<file path="config.mk">
export PLATFORM = sky130hd
export DESIGN_NAME = mix_col_seq_flat
export DESIGN_NICKNAME = d
export VERILOG_FILES = /design/src/rtl/mix_col_seq_if.sv /design/src/rtl/mix_col_seq.sv /design/src/flat_wrapper.sv
export SDC_FILE = /design/constraint.sdc
export NUM_CORES = 1
export LEC_CHECK = 0
export BUFFER_PORTS_ARGS = -buffer_cell sky130_fd_sc_hd__buf_4
export CAP_MARGIN = 10
export CELL_PAD_IN_SITES_DETAIL_PLACEMENT = 2
export CELL_PAD_IN_SITES_GLOBAL_PLACEMENT = 2
export CORE_UTILIZATION = 35
export CTS_CLUSTER_DIAMETER = 100
export DETAILED_ROUTE_END_ITERATION = 7
export GPL_TIMING_DRIVEN = 0
export PLACE_DENSITY_LB_ADDON = 0.12
export SLEW_MARGIN = 20
export SYNTH_ARGS = -nofsm -noshare
export SYNTH_HDL_FRONTEND = slang
export SYNTH_SLANG_ARGS = --single-unit
</file>
<file path="constraint.sdc">
create_clock -name clk -period 6.3 [get_ports clk]
set_clock_uncertainty 0.2 [all_clocks]
set_input_delay 0.315 -clock clk [delete_from_list [all_inputs] [get_ports clk]]
set_output_delay 0.315 -clock clk [all_outputs]
set_load 0.02 [all_outputs]
</file>
<file path="src/rtl/mix_col_seq_if.sv">
`default_nettype none
// ============================================================================
//  Module   : mix_col_seq_if
//  Purpose  : Request/response bundle for the sequential MixColumns engine.
//             The round controller (master) issues a start pulse with the
//             state to be mixed; the engine (slave) returns the mixed state,
//             a busy flag and a one-cycle done pulse.
//  Signals  : start     - request pulse, state_in sampled in the same cycle
//             state_in  - 128-bit input state, column c = [127-32c -: 32]
//             inv       - inverse-transform select (MIX_COL_INV_EN only)
//             state_out - 128-bit mixed state, registered
//             busy      - request in progress
//             done      - one-cycle completion pulse
//  Options  : MIX_COL_INV_EN adds the inv signal.
//  Revision : 1.0 - initial release
// ============================================================================
interface mix_col_seq_if;
  logic         start;
  logic [127:0] state_in;
`ifdef MIX_COL_INV_EN
  logic         inv;
`endif
  logic [127:0] state_out;
  logic         busy;
  logic         done;

`ifdef MIX_COL_INV_EN
  modport master (
    output start, state_in, inv,
    input  state_out, busy, done
  );
  modport slave (
    input  start, state_in, inv,
    output state_out, busy, done
  );
`else
  modport master (
    output start, state_in,
    input  state_out, busy, done
  );
  modport slave (
    input  start, state_in,
    output state_out, busy, done
  );
`endif
endinterface
`default_nettype wire

</file>
<file path="src/rtl/mix_col_seq.sv">
`default_nettype none
// ============================================================================
//  Module   : mix_col_seq
//  Purpose  : Sequential AES MixColumns engine. A single column unit built
//             from xtime (GF(2^8) multiply-by-2) operations is time-shared
//             across the four state columns, COLS_PER_CYCLE columns per
//             clock. The mixed state is returned with a one-cycle done pulse.
//  Ports    : clk    - system clock, rising edge
//             n_rst  - asynchronous active-low reset
//             bus    - mix_col_seq_if.slave (start, state_in, [inv],
//                      state_out, busy, done)
//  Params   : COLS_PER_CYCLE - columns mixed per CALC cycle (1, 2 or 4)
//  Options  : MIX_COL_INV_EN - adds the inv select and InvMixColumns logic
//  Latency  : start in cycle T -> done in cycle T + 4/COLS_PER_CYCLE + 1
//  Revision : 1.0 - initial release
// ============================================================================
module mix_col_seq #(
  parameter int COLS_PER_CYCLE = 1
) (
  input  wire           clk,
  input  wire           n_rst,
  mix_col_seq_if.slave  bus
);

  // --------------------------------------------------------------------------
  // Parameter legality
  // --------------------------------------------------------------------------
  generate
    if (COLS_PER_CYCLE != 1 && COLS_PER_CYCLE != 2 && COLS_PER_CYCLE != 4) begin : g_bad_cols
      $error("mix_col_seq: COLS_PER_CYCLE must be 1, 2 or 4");
    end
  endgenerate

  // Counter step and the counter value of the final column group. With four
  // columns per cycle both truncate to zero: the counter never moves and the
  // single CALC cycle is also the last one.
  localparam logic [1:0] COL_STEP = 2'(COLS_PER_CYCLE);
  localparam logic [1:0] LAST_GRP = 2'(4 - COLS_PER_CYCLE);

  // --------------------------------------------------------------------------
  // State machine encoding
  // --------------------------------------------------------------------------
  typedef enum logic [1:0] {
    IDLE = 2'd0,
    CALC = 2'd1,
    DONE = 2'd2
  } state_t;

  state_t state_q;
  state_t state_d;

  // Working register viewed as four 32-bit columns. Column c of the state
  // lives in element 3-c so that column 0 occupies the most significant word.
  logic [3:0][31:0] work_q;
  logic [3:0][31:0] calc_work;
  logic [1:0]       col_cnt_q;
  logic [1:0]       grp_idx;
  logic [127:0]     state_out_q;
  logic             busy_q;
  logic             done_q;
  logic             accept;
  logic             last_grp;
`ifdef MIX_COL_INV_EN
  logic             inv_q;
`endif

  // --------------------------------------------------------------------------
  // GF(2^8) helpers
  // --------------------------------------------------------------------------
  // Multiply by 2 modulo the AES polynomial x^8+x^4+x^3+x+1.
  function automatic logic [7:0] xtime(input logic [7:0] v);
    xtime = {v[6:0], 1'b0} ^ (v[7] ? 8'h1b : 8'h00);
  endfunction

  // Forward MixColumns on one column; byte a is row 0 (the MSB).
  function automatic logic [31:0] fwd_mix(input logic [31:0] col);
    logic [7:0] a, b, c, d;
    logic [7:0] a2, b2, c2, d2;
    {a, b, c, d} = col;
    a2 = xtime(a);
    b2 = xtime(b);
    c2 = xtime(c);
    d2 = xtime(d);
    fwd_mix = {a2 ^ b2 ^ b ^ c ^ d,
               a ^ b2 ^ c2 ^ c ^ d,
               a ^ b ^ c2 ^ d2 ^ d,
               a2 ^ a ^ b ^ c ^ d2};
  endfunction

`ifdef MIX_COL_INV_EN
  // Multiples {0e, 0d, 0b, 09} of one byte, built from chained xtime.
  function automatic logic [31:0] inv_coefs(input logic [7:0] v);
    logic [7:0] x2, x4, x8;
    x2 = xtime(v);
    x4 = xtime(x2);
    x8 = xtime(x4);
    inv_coefs = {x8 ^ x4 ^ x2,   // 0e
                 x8 ^ x4 ^ v,    // 0d
                 x8 ^ x2 ^ v,    // 0b
                 x8 ^ v};        // 09
  endfunction

  // InvMixColumns on one column: circulant matrix rows 0e 0b 0d 09.
  function automatic logic [31:0] inv_mix(input logic [31:0] col);
    logic [31:0] ma, mb, mc, md;
    ma = inv_coefs(col[31:24]);
    mb = inv_coefs(col[23:16]);
    mc = inv_coefs(col[15:8]);
    md = inv_coefs(col[7:0]);
    // Fields: [31:24]=0e, [23:16]=0d, [15:8]=0b, [7:0]=09
    inv_mix = {ma[31:24] ^ mb[15:8]  ^ mc[23:16] ^ md[7:0],
               ma[7:0]   ^ mb[31:24] ^ mc[15:8]  ^ md[23:16],
               ma[23:16] ^ mb[7:0]   ^ mc[31:24] ^ md[15:8],
               ma[15:8]  ^ mb[23:16] ^ mc[7:0]   ^ md[31:24]};
  endfunction
`endif

  // --------------------------------------------------------------------------
  // Column datapath: mix the current group and write it back in place
  // --------------------------------------------------------------------------
  always_comb begin
    calc_work = work_q;
    grp_idx   = '0;
    for (int g = 0; g < COLS_PER_CYCLE; g++) begin
      grp_idx = col_cnt_q + 2'(g);
`ifdef MIX_COL_INV_EN
      calc_work[2'd3 - grp_idx] = inv_q ? inv_mix(work_q[2'd3 - grp_idx])
                                        : fwd_mix(work_q[2'd3 - grp_idx]);
`else
      calc_work[2'd3 - grp_idx] = fwd_mix(work_q[2'd3 - grp_idx]);
`endif
    end
  end

  // --------------------------------------------------------------------------
  // Next-state logic
  // --------------------------------------------------------------------------
  always_comb begin
    state_d  = state_q;
    accept   = 1'b0;
    last_grp = (col_cnt_q == LAST_GRP);
    case (state_q)
      IDLE: begin
        if (bus.start) begin
          accept  = 1'b1;
          state_d = CALC;
        end
      end
      CALC: begin
        // start pulses here are dropped: accept stays low
        if (last_grp) begin
          state_d = DONE;
        end
      end
      DONE: begin
        // A start in the done cycle is taken exactly as from IDLE
        if (bus.start) begin
          accept  = 1'b1;
          state_d = CALC;
        end else begin
          state_d = IDLE;
        end
      end
      default: begin
        state_d = IDLE;
      end
    endcase
  end

  // --------------------------------------------------------------------------
  // State, datapath and output registers
  // --------------------------------------------------------------------------
  always_ff @(posedge clk or negedge n_rst) begin
    if (!n_rst) begin
      state_q     <= IDLE;
      work_q      <= '0;
      col_cnt_q   <= '0;
      state_out_q <= '0;
      busy_q      <= 1'b0;
      done_q      <= 1'b0;
`ifdef MIX_COL_INV_EN
      inv_q       <= 1'b0;
`endif
    end else begin
      state_q <= state_d;
      // Flags follow the state being entered so they line up with it
      busy_q  <= (state_d == CALC);
      done_q  <= (state_d == DONE);

      if (accept) begin
        work_q    <= bus.state_in;
        col_cnt_q <= '0;
`ifdef MIX_COL_INV_EN
        inv_q     <= bus.inv;
`endif
      end else if (state_q == CALC) begin
        work_q    <= calc_work;
        col_cnt_q <= col_cnt_q + COL_STEP;
        // Result is published only on completion; it otherwise holds
        if (last_grp) begin
          state_out_q <= calc_work;
        end
      end
    end
  end

  assign bus.state_out = state_out_q;
  assign bus.busy      = busy_q;
  assign bus.done      = done_q;

endmodule
`default_nettype wire

</file>
<file path="src/flat_wrapper.sv">
// flat-port wrapper written by rule: the top's interface ports become plain ports
module mix_col_seq_flat 
#(
  parameter int COLS_PER_CYCLE = 1
)
  (clk, n_rst, bus_start, bus_state_in, bus_state_out, bus_busy, bus_done);
  mix_col_seq_if bus_i ();
  input  wire clk;
  input  wire n_rst;
  input wire logic [$bits(bus_i.start)-1:0] bus_start;
  input wire logic [$bits(bus_i.state_in)-1:0] bus_state_in;
  output wire logic [$bits(bus_i.state_out)-1:0] bus_state_out;
  output wire logic [$bits(bus_i.busy)-1:0] bus_busy;
  output wire logic [$bits(bus_i.done)-1:0] bus_done;
  assign bus_i.start = bus_start;
  assign bus_i.state_in = bus_state_in;
  assign bus_state_out = bus_i.state_out;
  assign bus_busy = bus_i.busy;
  assign bus_done = bus_i.done;
  mix_col_seq #(.COLS_PER_CYCLE(COLS_PER_CYCLE)) u_core (.clk(clk), .n_rst(n_rst), .bus(bus_i));
endmodule
</file>
# == Word level (Yosys, flattened, before mapping) ==
# Index checks and enable logic that the tools add are counted.
# word_totals
regBits,262
in_bits,131
output_inout_bits,130
word_cells,63
# op_classes
addsub,2
order_cmp,2
eq_ne,5
n_mux,19
bitwise,21
n_reduce_logical,5
# ops
cell,n
2-to-1 mux 128 bit,2
bitwise XOR 8 bit,20
bitwise mux 128 bit,1
binary-select mux 32 bit (select 2 bit),1
demux 32 bit (select 2 bit),1
2-to-1 mux 32 bit,2
2-to-1 mux 5 bit,4
2-to-1 mux 2 bit,4
"equality test 2 bit, second input constant",3
case mux 2 bit (3 select lines),1
"equality test 2 x 1 -> 1 bit, second input constant",2
"< comparator 2 x 3 -> 1 bit, second input constant",1
2-to-1 mux 1 bit,3
AND reduction 3 bit,1
"adder 2 x 1 -> 2 bit, second input constant",1
"greater-or-equal comparator 2 x 1 -> 1 bit, second input constant",1
logical NOT 2 bit,1
nonzero test 2 bit,1
OR reduction 2 bit,1
"subtractor 2 bit, first input constant",1
logical AND 1 bit,1
NOT 1 bit,1

# == Longest topological paths before layout ==
# Gate-level depths: netlist of the first run.
# logic_depth
word_depth,12
depth_mapped,9
depth_no_buf,6

# == Least setup slack after synthesis of the first run ==
# No wires, ideal clock.
# synth_path
kind,reg2reg
from,register u_core.col_cnt_q[0]
to,"register u_core.state_out_q[126], in the netlist u_core.bus.state_out[126]"
setup_ps,140
arrival_time_ps,2237
t_required_ps,5960
slack_ps,3723
path_stages_with_launch,7
path_buffers,2
synth_period_minus_slack_ps,2577
path_cell_list,dfrtp_1 > buf_6 > buf_2 > mux4_2 > xnor3_1 > xnor2_1 > o21ai_1
# synth_between
elab_chain_len,9
# synth_rtl
element,line,source
start: declaration,mix_col_seq.sv:56,logic [1:0] col_cnt_q;
start signal: assignment,mix_col_seq.sv:198,col_cnt_q <= col_cnt_q + COL_STEP;
subtractor 2 bit,mix_col_seq.sv:130,calc_work[2'd3 - grp_idx] = fwd_mix(work_q[2'd3 - grp_idx]);
binary-select mux 32 bit (select 2 bit),mix_col_seq.sv:130,
2-to-1 mux 32 bit (implied by the code),mix_col_seq.sv:130,
bitwise XOR 8 bit,mix_col_seq.sv:72,"xtime = {v[6:0], 1'b0} ^ (v[7] ? 8'h1b : 8'h00);"
bitwise XOR 8 bit (4 in series),mix_col_seq.sv:84,"fwd_mix = {a2 ^ b2 ^ b ^ c ^ d,"
bitwise mux 128 bit,mix_col_seq.sv:130,
end signal: assignment,mix_col_seq.sv:201,state_out_q <= calc_work;
end: declaration,mix_col_seq.sv:58,logic [127:0] state_out_q;
# Several ways; a longest one is shown, not always the timed one. The select of a mux whose other input is x is not followed.
# A chain may end at the register's enable or synchronous reset.

# == Final worst setup path of the first run ==
# layout_path
from,register u_core.col_cnt_q[1]
to,register u_core.work_q[125] (netlist bit)
# layout_between
elab_chain_len,11
# layout_rtl
element,line,source
subtractor 2 bit (*),mix_col_seq.sv:130,
binary-select mux 32 bit (select 2 bit),mix_col_seq.sv:130,
2-to-1 mux 32 bit (implied by the code),mix_col_seq.sv:130,
bitwise XOR 8 bit,mix_col_seq.sv:72,
bitwise XOR 8 bit (4 in series),mix_col_seq.sv:84,
bitwise mux 128 bit (*),mix_col_seq.sv:130,
2-to-1 mux 128 bit (*),mix_col_seq.sv:196,end else if (state_q == CALC) begin
2-to-1 mux 128 bit (*),mix_col_seq.sv:190,if (accept) begin
end signal: assignment,mix_col_seq.sv:191,work_q <= bus.state_in;
end signal: assignment,mix_col_seq.sv:197,work_q <= calc_work;
end: declaration,mix_col_seq.sv:54,logic [3:0][31:0] work_q;
# Mark *: on every way between the ends. The rest lies on a longest branch, timed or not. The select of a mux whose other input is x is not followed.

==> impl_metrics.prom, run 1 <==
# TYPE chip_impl_metric gauge
chip_impl_metric{name="max_slew_margin",unit="%"} 19.71
chip_impl_metric{name="drive_above_1_share",unit="%"} 23.50
chip_impl_metric{name="max-clock-path-buffers",unit=""} 3
chip_impl_metric{name="worst_slew_pin_slew",unit="ns"} 1.196
chip_impl_metric{name="setup_slack_reg_to_reg",unit="ns"} 2.09
chip_impl_metric{name="fp.dieW",unit="um"} 193.1
chip_impl_info{name="synth_area_leaders",value="sky130_fd_sc_hd__dfrtp_1, sky130_fd_sc_hd__o21ai_1, sky130_fd_sc_hd__a22oi_1"} 1
chip_impl_info{name="violations_in_the_final_reports",value="DRC"} 1
chip_impl_info{name="critical_path.startpoint_type",value="flop"} 1
chip_impl_metric{name="total_of_flip_flops_plus_latches_after_synthesis",unit=""} 262
chip_impl_metric{name="synth_enable_flop_cells",unit=""} 0
chip_impl_info{name="synth.cells.most_frequent",value="sky130_fd_sc_hd__dfrtp_1, sky130_fd_sc_hd__o21ai_1, sky130_fd_sc_hd__a22oi_1, sky130_fd_sc_hd__a21oi_1, sky130_fd_sc_hd__nor3b_1"} 1
chip_impl_metric{name="cts_made_buffers",unit=""} 31
chip_impl_info{name="tritoncts",value="done"} 1
chip_impl_metric{name="initial_core_util",unit="%"} 35.76
chip_impl_info{name="status",value="finished with violations"} 1
chip_impl_metric{name="critPathArrivalTime",unit="ns"} 4.48
chip_impl_metric{name="detail_route.wl_per_cell",unit="um"} 31.08
chip_impl_metric{name="drt_first_pass_iters",unit=""} 8
chip_impl_metric{name="vias",unit=""} 12190
chip_impl_metric{name="synth.net_count",unit=""} 1241
chip_impl_metric{name="grt_pass1_vias",unit=""} 13300
chip_impl_metric{name="setup_total_negative_slack",unit="ns"} 0
chip_impl_metric{name="min_tclk_post_route",unit="ns"} 4.214
chip_impl_metric{name="synth_seq_area_share",unit="%"} 51.29
chip_impl_metric{name="drtAntennaViolNets",unit=""} 0
chip_impl_metric{name="die_h",unit="um"} 193.1
chip_impl_metric{name="drt_first_iter_violations",unit=""} 1096
chip_impl_metric{name="die-area",unit="um^2"} 37290
chip_impl_info{name="prevailing_post_synth_register_cell",value="sky130_fd_sc_hd__dfrtp_1"} 1
chip_impl_metric{name="via_per_inst",unit=""} 6.050
chip_impl_metric{name="post-dp-hpwl",unit="um"} 41390
chip_impl_metric{name="gp_congestion",unit=""} 0.8900
chip_impl_metric{name="grt.overflow.total",unit=""} 0
chip_impl_metric{name="io-pin-count",unit=""} 261
chip_impl_metric{name="cts_htree_levels",unit=""} 1
chip_impl_metric{name="drcViolationCount",unit=""} 13
chip_impl_metric{name="numClockSinks",unit=""} 262
chip_impl_metric{name="final.period_utilization",unit="%"} 66.89
chip_impl_metric{name="postRouteWirelength",unit="um"} 62620
chip_impl_metric{name="core_area",unit="um^2"} 35740
chip_impl_metric{name="area_delta_synth_final",unit="%"} 38.90
chip_impl_metric{name="syn-cell-area",unit="um^2"} 12780
chip_impl_metric{name="fp-row-count",unit=""} 69
chip_impl_metric{name="post_cts_resize_count",unit=""} 0
chip_impl_metric{name="netlist_instances",unit=""} 1106
chip_impl_metric{name="timing.max_cap.violations",unit=""} 0
chip_impl_metric{name="synthDistinctLibCells",unit=""} 28
chip_impl_metric{name="finalSetupViolations",unit=""} 0
chip_impl_metric{name="share_of_flip_flops_with_an_asynchronous_set_or_reset_after_synthesis",unit="%"} 100.0
chip_impl_metric{name="count_of_buffers_from_port_buffering",unit=""} 260
chip_impl_metric{name="cts.clk_slew.worst_paths",unit="ns"} 0.06
chip_impl_metric{name="crit_path_max_fanout",unit=""} 10
chip_impl_metric{name="critPathRequiredTime",unit="ns"} 6.57
chip_impl_info{name="crit_path_end_kind",value="flop"} 1
chip_impl_metric{name="grt_pass1_wl",unit="um"} 91410
chip_impl_metric{name="syn_avg_cell_area",unit="um^2"} 11.56
chip_impl_metric{name="gr-usage-all-layers",unit="%"} 33.95
chip_impl_metric{name="clkLatencyLatePin",unit="ns"} 0.57
chip_impl_info{name="setup_repair_after_global_routing_missed_its_margin",value="false"} 1
chip_impl_info{name="cts.root.buffer_cell",value="sky130_fd_sc_hd__clkbuf_16"} 1
chip_impl_metric{name="antenna_found_initial",unit=""} 1
chip_impl_metric{name="clock.fmax",unit="MHz"} 237.3
chip_impl_metric{name="maximum_number_of_pins_on_one_net_before_global_route_repair",unit=""} 88
chip_impl_metric{name="postLayoutCoreUtil",unit="%"} 49.67
chip_impl_info{name="timing_worst_setup_path_type",value="reg2reg"} 1
chip_impl_info{name="synth_most_common_cell",value="sky130_fd_sc_hd__dfrtp_1"} 1
chip_impl_metric{name="synth_top_cell_area_share",unit="%"} 51.29
chip_impl_info{name="class_of_the_tightest_hold_or_removal_check",value="in2async"} 1
chip_impl_info{name="yosys.area.top_type",value="sky130_fd_sc_hd__dfrtp_1"} 1
chip_impl_metric{name="final_hold_viol_count",unit=""} 0
chip_impl_metric{name="synthesis.yosys.warnings",unit=""} 0
chip_impl_metric{name="final_net_count",unit=""} 1666
chip_impl_metric{name="final-max-slew-violation-count",unit=""} 0
-- cell families after synthesis --
kind of cell | Yosys count | share of synthesized area (%)
AOI/OAI and AO/OA | 487 | 21.49
xor gates and xnor gates | 72 | 10.59
adders and majority gates | 4 | 0.3916
buffers and inverters | 101 | 3.211
DFF | 262 | 51.29
muxes | 32 | 5.638
and+or+nand+nor | 148 | 7.390
-- through the flow --
stage	hold slack, ns	std cells	worst slack [ns]	cell area (um^2)
floorplan	-0.1806	1106	3.723	12780
global placement	0.2714	1827	2.327	15310
detailed placement	0.05483	1830	2.272	15410
CTS	0.07485	2014	2.309	17750
global route	0.1114	2015	2.109	17750
finish	0.06540	2015	2.086	17750
-- layer usage --
layer	vias up	global-route usage, %	routed length [um]
li1	4999	-	-
met1	6486	44.54	25930
met2	567	57.25	30890
met3	138	4.778	3642
met4	0	12.11	2153
met5	-	0	0
-- what timing repair did --
item,4_1_cts,5_1_grt
hold buffers,129,0
endpoints found under the hold margin,303,0
buffers inserted,0,0
-- worst max-delay path: stages (launching register included) --
cell and delay, ns:
sky130_fd_sc_hd__dfrtp_1 0.38, sky130_fd_sc_hd__buf_2 0.33, sky130_fd_sc_hd__clkbuf_1 0.82, sky130_fd_sc_hd__inv_1 0.19, sky130_fd_sc_hd__ha_1 0.24, sky130_fd_sc_hd__clkbuf_1 0.35, sky130_fd_sc_hd__a21oi_1 0.65, sky130_fd_sc_hd__clkbuf_1 0.64
sky130_fd_sc_hd__a22oi_1 0.18, sky130_fd_sc_hd__o21ai_1 0.14
-- placed cells by master (no fill, tap or decap), types with 4 or more instances in the layout --
cell type	instances
sky130_fd_sc_hd__xnor2_1	9
sky130_fd_sc_hd__clkbuf_8	12
sky130_fd_sc_hd__xnor2_2	7
sky130_fd_sc_hd__clkbuf_1	94
sky130_fd_sc_hd__ha_1	4
sky130_fd_sc_hd__and3_1	6
sky130_fd_sc_hd__a21oi_1	105
sky130_fd_sc_hd__xor3_1	10
sky130_fd_sc_hd__mux4_2	32
sky130_fd_sc_hd__a22oi_1	122
sky130_fd_sc_hd__xor2_1	7
sky130_fd_sc_hd__inv_1	4
sky130_fd_sc_hd__clkinv_2	4
sky130_fd_sc_hd__dfrtp_1	262
sky130_fd_sc_hd__buf_2	4
sky130_fd_sc_hd__clkbuf_16	31
sky130_fd_sc_hd__dlygate4sd3_1	129
sky130_fd_sc_hd__buf_4	259
sky130_fd_sc_hd__nor3b_1	96
sky130_fd_sc_hd__nand2_1	39
sky130_fd_sc_hd__xnor3_1	34
sky130_fd_sc_hd__o21ai_1	256
-- final timing paths --
path,cells past startpoint,startpoint,end
worst max-delay path,9,u_core.col_cnt_q[1],u_core.work_q[125]
worst min-delay path,2,n_rst,u_core.bus.busy
worst max register to register,9,u_core.col_cnt_q[1],u_core.work_q[125]
worst min register to register,2,u_core.bus.state_out[31],u_core.bus.state_out[31]
max in group asynchronous,4,n_rst,u_core.bus.state_out[48]
min in group clk,3,bus_start,u_core.state_q[0]
-- area by class of cell --
cell class,instances,area (um^2)
fillers,3576,17990
repair buffers,392,3333
diodes,1,2.502
multi-input cells,743,5823
clock inverters,8,96.34
inverters,4,15.01
plain buffers,97,395.4
clock buffers,47,955.9
flip-flops and latches,262,6556
well taps,461,576.8
-- state kept, by name, summed over array words and instances, names as in the netlist --
| name | flops |
|---|---|
| u_core.bus.state_out | 128 |
| u_core.work_q | 128 |
| u_core.col_cnt_q | 2 |
| u_core.state_q | 2 |
| u_core.bus.busy | 1 |
| u_core.bus.done | 1 |
Power of run 1 is left out: the tool's default activity adds up to more than one toggle a clock period on the data nets, which glitch-free logic cannot reach.
==> inputs of run 2 (changes only) <==
--- a/config.mk
+++ b/config.mk
@@ -5,11 +5,12 @@
 export SDC_FILE = /design/constraint.sdc
 export NUM_CORES = 1
 export LEC_CHECK = 0
+export ABC_AREA = 1
 export BUFFER_PORTS_ARGS = -buffer_cell sky130_fd_sc_hd__buf_4
 export CAP_MARGIN = 10
 export CELL_PAD_IN_SITES_DETAIL_PLACEMENT = 2
 export CELL_PAD_IN_SITES_GLOBAL_PLACEMENT = 2
-export CORE_UTILIZATION = 35
+export CORE_UTILIZATION = 28
 export CTS_CLUSTER_DIAMETER = 100
 export DETAILED_ROUTE_END_ITERATION = 7
 export GPL_TIMING_DRIVEN = 0
==> constraint.sdc (replaced) <==
create_clock -name clk -period 3.55 [get_ports clk]
set_clock_uncertainty 0.2 [all_clocks]
set_input_delay 0.1775 -clock clk [delete_from_list [all_inputs] [get_ports clk]]
set_output_delay 0.1775 -clock clk [all_outputs]
set_load 0.02 [all_outputs]
==> run 2 against run 1 <==
Worst setup slack got worse by 2.1 ns. The flow now finishes without violations. Maximum frequency up 20%. Area after synthesis is 26% higher. First-iteration DRC count grew 15%. Wire length increased by 64%. Sequential cell count did not move. Highest routed layer unchanged. Critical path depth is 1 higher. Hold slack lost 0.038 ns. Final cell count is 85% higher.
==> impl_metrics.prom, run 2 <==
# TYPE chip_impl_metric gauge
chip_impl_metric{name="cts_made_buffers",unit=""} 36
chip_impl_metric{name="clock.fmax",unit="MHz"} 284.6
chip_impl_metric{name="worst_slew_pin_slew",unit="ns"} 1.174
chip_impl_metric{name="max_slew_margin",unit="%"} 21.72
chip_impl_metric{name="setup_total_negative_slack",unit="ns"} 0
chip_impl_metric{name="die_h",unit="um"} 242.1
chip_impl_info{name="crit_path_end_kind",value="flop"} 1
chip_impl_metric{name="finalSetupViolations",unit=""} 0
chip_impl_metric{name="via_per_inst",unit=""} 5.212
chip_impl_metric{name="critPathRequiredTime",unit="ns"} 3.78
chip_impl_metric{name="synth-simple-area-share",unit="%"} 46.01
chip_impl_metric{name="synth_adder_area_share",unit="%"} 0.3101
chip_impl_metric{name="synth_enable_flop_cells",unit=""} 0
chip_impl_info{name="setup_repair_after_global_routing_missed_its_margin",value="false"} 1
chip_impl_metric{name="vias",unit=""} 19470
chip_impl_info{name="highest_count_cells_in_the_layout_ignoring_fill_and_taps",value="sky130_fd_sc_hd__nand2_1, sky130_fd_sc_hd__nand3_1, sky130_fd_sc_hd__buf_4, sky130_fd_sc_hd__dfrtp_1, sky130_fd_sc_hd__inv_1"} 1
chip_impl_metric{name="fp.dieW",unit="um"} 242.1
chip_impl_metric{name="share_of_flip_flops_with_an_asynchronous_set_or_reset_after_synthesis",unit="%"} 100.0
chip_impl_metric{name="syn_avg_cell_area",unit="um^2"} 6.405
chip_impl_metric{name="postRouteWirelength",unit="um"} 102800
chip_impl_metric{name="numClockSinks",unit=""} 262
chip_impl_metric{name="drt_first_iter_violations",unit=""} 1256
chip_impl_metric{name="critPathArrivalTime",unit="ns"} 3.75
chip_impl_metric{name="synth-compound-area-share",unit="%"} 3.411
chip_impl_metric{name="detail_route.wl_per_cell",unit="um"} 27.50
chip_impl_metric{name="cts.clk_slew.worst_paths",unit="ns"} 0.06
chip_impl_info{name="synth.cells.most_frequent",value="sky130_fd_sc_hd__nand2_1, sky130_fd_sc_hd__nand3_1, sky130_fd_sc_hd__dfrtp_1, sky130_fd_sc_hd__inv_1, sky130_fd_sc_hd__o21ai_0"} 1
chip_impl_metric{name="core_area",unit="um^2"} 56710
chip_impl_info{name="commonest_non_fill_non_tap_cell_in_the_layout",value="sky130_fd_sc_hd__nand2_1"} 1
chip_impl_metric{name="gp_congestion",unit=""} 0.9178
chip_impl_metric{name="final_hold_viol_count",unit=""} 0
chip_impl_metric{name="final-max-slew-violation-count",unit=""} 0
chip_impl_metric{name="grt_pass1_wl",unit="um"} 146900
chip_impl_metric{name="drcViolationCount",unit=""} 0
chip_impl_metric{name="yosys-mux-area-fraction",unit="%"} 0
chip_impl_metric{name="crit_path_max_fanout",unit=""} 11
chip_impl_metric{name="fp-row-count",unit=""} 87
chip_impl_metric{name="synth.net_count",unit=""} 2655
chip_impl_metric{name="cts_htree_levels",unit=""} 2
chip_impl_metric{name="maximum_number_of_pins_on_one_net_before_global_route_repair",unit=""} 89
chip_impl_metric{name="total_of_flip_flops_plus_latches_after_synthesis",unit=""} 262
chip_impl_metric{name="parity_gate_share_of_the_synthesized_area_counting_xor_and_xnor_cells",unit="%"} 0.4884
chip_impl_metric{name="initial_core_util",unit="%"} 28.46
chip_impl_metric{name="grt.overflow.total",unit=""} 0
chip_impl_info{name="tritoncts",value="done"} 1
chip_impl_metric{name="syn-cell-area",unit="um^2"} 16140
chip_impl_metric{name="drtAntennaViolNets",unit=""} 0
chip_impl_metric{name="die-area",unit="um^2"} 58610
chip_impl_metric{name="antenna_found_initial",unit=""} 3
chip_impl_info{name="status",value="complete, no violations"} 1
chip_impl_metric{name="area_delta_synth_final",unit="%"} 34.06
chip_impl_metric{name="min_tclk_post_route",unit="ns"} 3.514
chip_impl_info{name="class_of_the_tightest_hold_or_removal_check",value="in2async"} 1
chip_impl_metric{name="drt_first_pass_iters",unit=""} 5
chip_impl_metric{name="max-clock-path-buffers",unit=""} 3
chip_impl_metric{name="netlist_instances",unit=""} 2520
chip_impl_info{name="synth_area_leaders",value="sky130_fd_sc_hd__dfrtp_1, sky130_fd_sc_hd__nand2_1, sky130_fd_sc_hd__nand3_1"} 1
chip_impl_metric{name="synth_seq_area_share",unit="%"} 40.62
chip_impl_info{name="synth_most_common_cell",value="sky130_fd_sc_hd__nand2_1"} 1
chip_impl_info{name="critical_path.startpoint_type",value="flop"} 1
chip_impl_info{name="timing_worst_setup_path_type",value="reg2reg"} 1
chip_impl_info{name="cts.root.buffer_cell",value="sky130_fd_sc_hd__clkbuf_16"} 1
chip_impl_metric{name="post-dp-hpwl",unit="um"} 77170
chip_impl_metric{name="synthesis.yosys.warnings",unit=""} 0
chip_impl_metric{name="timing.max_cap.violations",unit=""} 0
chip_impl_metric{name="final_net_count",unit=""} 3088
chip_impl_info{name="yosys.area.top_type",value="sky130_fd_sc_hd__dfrtp_1"} 1
chip_impl_metric{name="grt_pass1_vias",unit=""} 21090
chip_impl_info{name="prevailing_post_synth_register_cell",value="sky130_fd_sc_hd__dfrtp_1"} 1
chip_impl_metric{name="final.period_utilization",unit="%"} 98.99
chip_impl_metric{name="final.fill_count",unit=""} 6829
chip_impl_metric{name="count_of_buffers_from_port_buffering",unit=""} 260
chip_impl_metric{name="gr-usage-all-layers",unit="%"} 34.69
chip_impl_metric{name="synthDistinctLibCells",unit=""} 29
chip_impl_metric{name="io-pin-count",unit=""} 261
chip_impl_metric{name="clkLatencyLatePin",unit="ns"} 0.58
chip_impl_info{name="synth_top_family_by_area",value="simple AND/OR/NAND/NOR gates"} 1
chip_impl_metric{name="synth_top_cell_area_share",unit="%"} 40.62
chip_impl_metric{name="drive_above_1_share",unit="%"} 14.94
[run 2: cells by family (layout without fill, tap and decap cells)]
family | Yosys count | in the layout
xor gates and xnor gates | 6 | 6
adders and majority gates | 4 | 4
DFF | 262 | 262
AOI/OAI and AO/OA | 110 | 110
buffers and inverters | 357 | 815
other | 0 | 2
and+or+nand+nor | 1781 | 1781
[run 2: path summary, 6_finish.rpt]
path,end,slack [ns],startpoint,cells after the start
worst max-delay path,u_core.bus.state_out[35],0.04,u_core.col_cnt_q[0],10
worst min-delay path,u_core.bus.state_out[7],0.03,n_rst,3
worst max register to register,u_core.bus.state_out[35],0.04,u_core.col_cnt_q[0],10
worst min register to register,u_core.bus.state_out[36],0.28,u_core.bus.state_out[36],2
max in group asynchronous,u_core.work_q[75],2.22,n_rst,4
min in group clk,u_core.work_q[1],0.17,bus_start,7
[run 2: what timing repair did]
action                                  in CTS  in global routing
endpoints found under the setup margin      58                 25
buffers inserted                             0                  2
endpoints found under the hold margin      302                  0
resized for setup                            5                  8
hold buffers                               130                  0
[run 2: worst max-delay path: stages, from the launching register on]
cell and delay (ns):
sky130_fd_sc_hd__dfrtp_1 0.43, sky130_fd_sc_hd__buf_6 0.16, sky130_fd_sc_hd__inv_6 0.08, sky130_fd_sc_hd__buf_6 0.19, sky130_fd_sc_hd__buf_6 0.21, sky130_fd_sc_hd__ha_1 0.22
sky130_fd_sc_hd__clkbuf_1 0.74, sky130_fd_sc_hd__clkbuf_1 0.60, sky130_fd_sc_hd__nand3_1 0.27, sky130_fd_sc_hd__nand3_1 0.19, sky130_fd_sc_hd__nand2_1 0.07
[run 2: layout make-up]
type | instances | area (um^2) | area share (%)
Multi-Input combinational cell | 1901 | 8120 | 37.53
Sequential cell | 262 | 6556 | 30.30
Timing Repair Buffer | 395 | 3368 | 15.57
Clock buffer | 48 | 1016 | 4.695
Tap cell | 756 | 945.9 | 4.371
Inverter | 237 | 898.4 | 4.152
Buffer | 120 | 593.1 | 2.741
Clock inverter | 15 | 135.1 | 0.6245
Antenna cell | 2 | 5.005 | 0.02313
[run 2: stage by stage]
step	util [%]	cells	worst slack (ns)	hold slack, ns	area [um^2]
3_3_place_gp	33.57	3536	-0.4703	0.2060	19040
6_report	38.15	3736	0.03585	0.02698	21640
5_1_grt	38.15	3735	0.02622	0.06224	21640
4_1_cts	38.09	3732	0.05750	0.01423	21600
2_1_floorplan	-	2520	1.438	-0.3181	16140
3_5_place_dp	33.73	3539	-0.4330	-0.1203	19130
[run 2: metal layers]
layer / share of wire (%) / global-route usage [%] / wire length (um) / up-vias
li1: - / - / - / 8707
met1: 44 / 45.67 / 45100 / 10050
met2: 48 / 58.59 / 48860 / 558
met3: 4.5 / 3.091 / 4587 / 157
met4: 4.1 / 13.70 / 4213 / 0
met5: 0 / 0 / 0 / -
Power of run 2 is left out for the same reason.
==> inputs of run 3 (changes only) <==
--- a/config.mk
+++ b/config.mk
@@ -12,8 +12,8 @@
 export CELL_PAD_IN_SITES_GLOBAL_PLACEMENT = 2
 export CORE_UTILIZATION = 28
 export CTS_CLUSTER_DIAMETER = 100
+export CTS_CLUSTER_SIZE = 40
 export DETAILED_ROUTE_END_ITERATION = 7
-export GPL_TIMING_DRIVEN = 0
 export PLACE_DENSITY_LB_ADDON = 0.12
 export SLEW_MARGIN = 20
 export SYNTH_ARGS = -nofsm -noshare
==> run 3 against run 2 <==
Sequential share of layout area up 0.86 points. Worst setup slack improved by 0.29 ns. Hold slack improved by 0.021 ns. Count of clock-buffer cells in the layout down 30. Wire length fell by 15%. Non-clock buffer count fell by 75. Die area unchanged. Via count fell by 5.4%. Critical endpoint is now u_core.bus.state_out[49]. Largest cell class unchanged. Highest routed layer unchanged.
==> impl_metrics.prom, run 3 (synthesized netlist as in run 2, its figures left out) <==
# TYPE chip_impl_metric gauge
chip_impl_info{name="status",value="complete, no violations"} 1
chip_impl_metric{name="vias",unit=""} 18420
chip_impl_info{name="worst_path_max_delay_cell",value="sky130_fd_sc_hd__dfrtp_2"} 1
chip_impl_metric{name="die_h",unit="um"} 242.1
chip_impl_metric{name="worst_r2r_path_depth",unit=""} 13
chip_impl_metric{name="cts.clk_slew.worst_paths",unit="ns"} 0.11
chip_impl_metric{name="cp.depth",unit=""} 13
chip_impl_metric{name="post-dp-hpwl",unit="um"} 63590
chip_impl_metric{name="via_per_inst",unit=""} 5.074
chip_impl_metric{name="grt_pass1_vias",unit=""} 20030
chip_impl_info{name="highest_count_cells_in_the_layout_ignoring_fill_and_taps",value="sky130_fd_sc_hd__nand2_1, sky130_fd_sc_hd__nand3_1, sky130_fd_sc_hd__buf_4, sky130_fd_sc_hd__dfrtp_1, sky130_fd_sc_hd__inv_1"} 1
chip_impl_metric{name="clock.fmax",unit="MHz"} 310.2
chip_impl_metric{name="initial_core_util",unit="%"} 28.46
chip_impl_metric{name="count_of_buffers_from_port_buffering",unit=""} 260
chip_impl_metric{name="min_tclk_post_route",unit="ns"} 3.224
chip_impl_metric{name="setup_total_negative_slack",unit="ns"} 0
chip_impl_info{name="setup_repair_after_global_routing_missed_its_margin",value="false"} 1
chip_impl_metric{name="fp-row-count",unit=""} 87
chip_impl_metric{name="grt.overflow.total",unit=""} 0
chip_impl_metric{name="final_hold_viol_count",unit=""} 0
chip_impl_metric{name="max-clock-path-buffers",unit=""} 3
chip_impl_info{name="worst_r2r_endpoint",value="u_core.bus.state_out[49]"} 1
chip_impl_info{name="commonest_non_fill_non_tap_cell_in_the_layout",value="sky130_fd_sc_hd__nand2_1"} 1
chip_impl_metric{name="timing.max_cap.violations",unit=""} 0
chip_impl_metric{name="gp_congestion",unit=""} 0.9358
chip_impl_metric{name="drtAntennaViolNets",unit=""} 0
chip_impl_metric{name="gr-usage-all-layers",unit="%"} 29.52
chip_impl_info{name="critical_path.startpoint_type",value="flop"} 1
chip_impl_metric{name="crit_path_max_fanout",unit=""} 45
chip_impl_info{name="r2r_start",value="u_core.col_cnt_q[0]"} 1
chip_impl_metric{name="final-max-slew-violation-count",unit=""} 0
chip_impl_metric{name="cts_made_buffers",unit=""} 18
chip_impl_metric{name="grt_pass1_wl",unit="um"} 130200
chip_impl_metric{name="postRouteWirelength",unit="um"} 87600
chip_impl_metric{name="area_delta_synth_final",unit="%"} 30.40
chip_impl_info{name="crit_start",value="u_core.col_cnt_q[0]"} 1
chip_impl_metric{name="finalSetupViolations",unit=""} 0
chip_impl_metric{name="final.period_utilization",unit="%"} 90.82
chip_impl_info{name="cts.root.buffer_cell",value="sky130_fd_sc_hd__clkbuf_16"} 1
chip_impl_info{name="crit_path_end_kind",value="flop"} 1
chip_impl_metric{name="io-pin-count",unit=""} 261
chip_impl_metric{name="drive_above_1_share",unit="%"} 14.49
chip_impl_metric{name="cpPeakStageDelay",unit="ns"} 0.46
chip_impl_metric{name="post_cts_resize_count",unit=""} 0
chip_impl_metric{name="drcViolationCount",unit=""} 0
chip_impl_info{name="critPathCapture",value="u_core.bus.state_out[49]"} 1
chip_impl_info{name="tritoncts",value="done"} 1
chip_impl_metric{name="core_area",unit="um^2"} 56710
chip_impl_metric{name="worstPathBufferInverterCount",unit=""} 2
chip_impl_metric{name="fp.dieW",unit="um"} 242.1
chip_impl_metric{name="worst_slew_pin_slew",unit="ns"} 0.9494
chip_impl_metric{name="setup_slack_reg_to_reg",unit="ns"} 0.33
chip_impl_metric{name="cts_htree_levels",unit=""} 1
chip_impl_metric{name="maximum_number_of_pins_on_one_net_before_global_route_repair",unit=""} 155
chip_impl_metric{name="clkLatencyLatePin",unit="ns"} 0.60
chip_impl_info{name="crit_path_frequent_cell",value="sky130_fd_sc_hd__nand2_1"} 1
chip_impl_metric{name="critPathArrivalTime",unit="ns"} 3.47
chip_impl_metric{name="drt_first_pass_iters",unit=""} 7
chip_impl_metric{name="critPathRequiredTime",unit="ns"} 3.79
chip_impl_info{name="timing.critical_path.cells",value="inv_6 > buf_12 > nand2_1 > nand3_1 > nand2_1 > nand2_1 > nand2_1 > nand2_1 > nand3_1 > nand2_1 > nand2_1 > nand3_1 > nand2_1"} 1
chip_impl_metric{name="numClockSinks",unit=""} 262
chip_impl_info{name="timing_worst_setup_path_type",value="reg2reg"} 1
chip_impl_info{name="class_of_the_tightest_hold_or_removal_check",value="in2async"} 1
chip_impl_metric{name="antenna_found_initial",unit=""} 4
chip_impl_metric{name="max_slew_margin",unit="%"} 36.71
chip_impl_metric{name="die-area",unit="um^2"} 58610
chip_impl_metric{name="final_net_count",unit=""} 2995
chip_impl_metric{name="drt_first_iter_violations",unit=""} 1000
chip_impl_metric{name="detail_route.wl_per_cell",unit="um"} 24.14
chip_impl_info{name="critical_path.top_delay_family",value="simple AND/OR/NAND/NOR gates"} 1
run 3: changes by cell type in the layout (fill, tap and decap cells not counted), moves of 5 or more:
cell / previous run / this run
sky130_fd_sc_hd__buf_12: 1 / 15
sky130_fd_sc_hd__clkbuf_8: 7 / 0
sky130_fd_sc_hd__buf_1: 8 / 0
sky130_fd_sc_hd__buf_2: 23 / 0
sky130_fd_sc_hd__clkinv_2: 7 / 2
sky130_fd_sc_hd__clkbuf_1: 70 / 0
sky130_fd_sc_hd__clkbuf_16: 36 / 18
sky130_fd_sc_hd__buf_6: 9 / 0
sky130_fd_sc_hd__clkbuf_2: 7 / 0
sky130_fd_sc_hd__buf_4: 268 / 295
run 3: how the worst min path moves through the flow:
stage / to / slack, ns
3_5_place_dp: u_core.bus.state_out[26] / 0.10
5_1_grt: u_core.bus.state_out[30] / 0.12
3_3_place_gp: u_core.bus.state_out[26] / 0.11
6_report: u_core.bus.state_out[30] / 0.05
2_1_floorplan: u_core.bus.busy / -0.32
4_1_cts: u_core.bus.state_out[39] / 0.09
run 3: routing by layer:
layer	up-vias	track usage [%]	wire length [um]	share of wire (%)
li1	8501	-	-	-
met1	9482	40.70	40820	47
met2	356	49.88	41720	48
met3	76	1.972	2659	3.0
met4	0	7.744	2396	2.7
met5	-	0	0	0
run 3: area by class of cell:
cell class / count / area, um^2
Clock inverter: 13 / 249.0
Timing Repair Buffer: 440 / 3821
Multi-Input combinational cell: 1901 / 8120
Inverter: 237 / 897.1
Antenna cell: 2 / 5.005
Fill cell: 6863 / 35670
Tap cell: 756 / 945.9
Sequential cell: 262 / 6558
Clock buffer: 18 / 450.4
run 3: worst reg2reg max path, cell delays in order, from the launching register on:
cell	delay, ns
sky130_fd_sc_hd__dfrtp_2	0.46
sky130_fd_sc_hd__inv_6	0.35
sky130_fd_sc_hd__buf_12	0.24
sky130_fd_sc_hd__nand2_1	0.08
sky130_fd_sc_hd__nand3_1	0.08
sky130_fd_sc_hd__nand2_1	0.31
sky130_fd_sc_hd__nand2_1	0.18
sky130_fd_sc_hd__nand2_1	0.18
sky130_fd_sc_hd__nand2_1	0.14
sky130_fd_sc_hd__nand3_1	0.10
sky130_fd_sc_hd__nand2_1	0.34
sky130_fd_sc_hd__nand2_1	0.14
sky130_fd_sc_hd__nand3_1	0.21
sky130_fd_sc_hd__nand2_1	0.09
run 3: repair_timing:
item	4_1_cts	5_1_grt
setup buffers	0	0
hold buffers	129	0
endpoints found under the hold margin	219	0
run 3: metrics by stage:
| step | cells | util, % | hold slack, ns | instance area, um^2 | setup WS [ns] |
|---|---|---|---|---|---|
| floorplan | 2520 | - | -0.3181 | 16140 | 1.438 |
| global placement | 3467 | 33.59 | 0.1065 | 19050 | 0.4203 |
| detailed placement | 3467 | 33.59 | 0.1024 | 19050 | 0.3643 |
| CTS | 3627 | 37.10 | 0.09326 | 21040 | 0.3755 |
| global route | 3628 | 37.11 | 0.1222 | 21040 | 0.2381 |
| finish | 3629 | 37.11 | 0.04837 | 21050 | 0.3258 |
Power of run 3 is left out for the same reason.
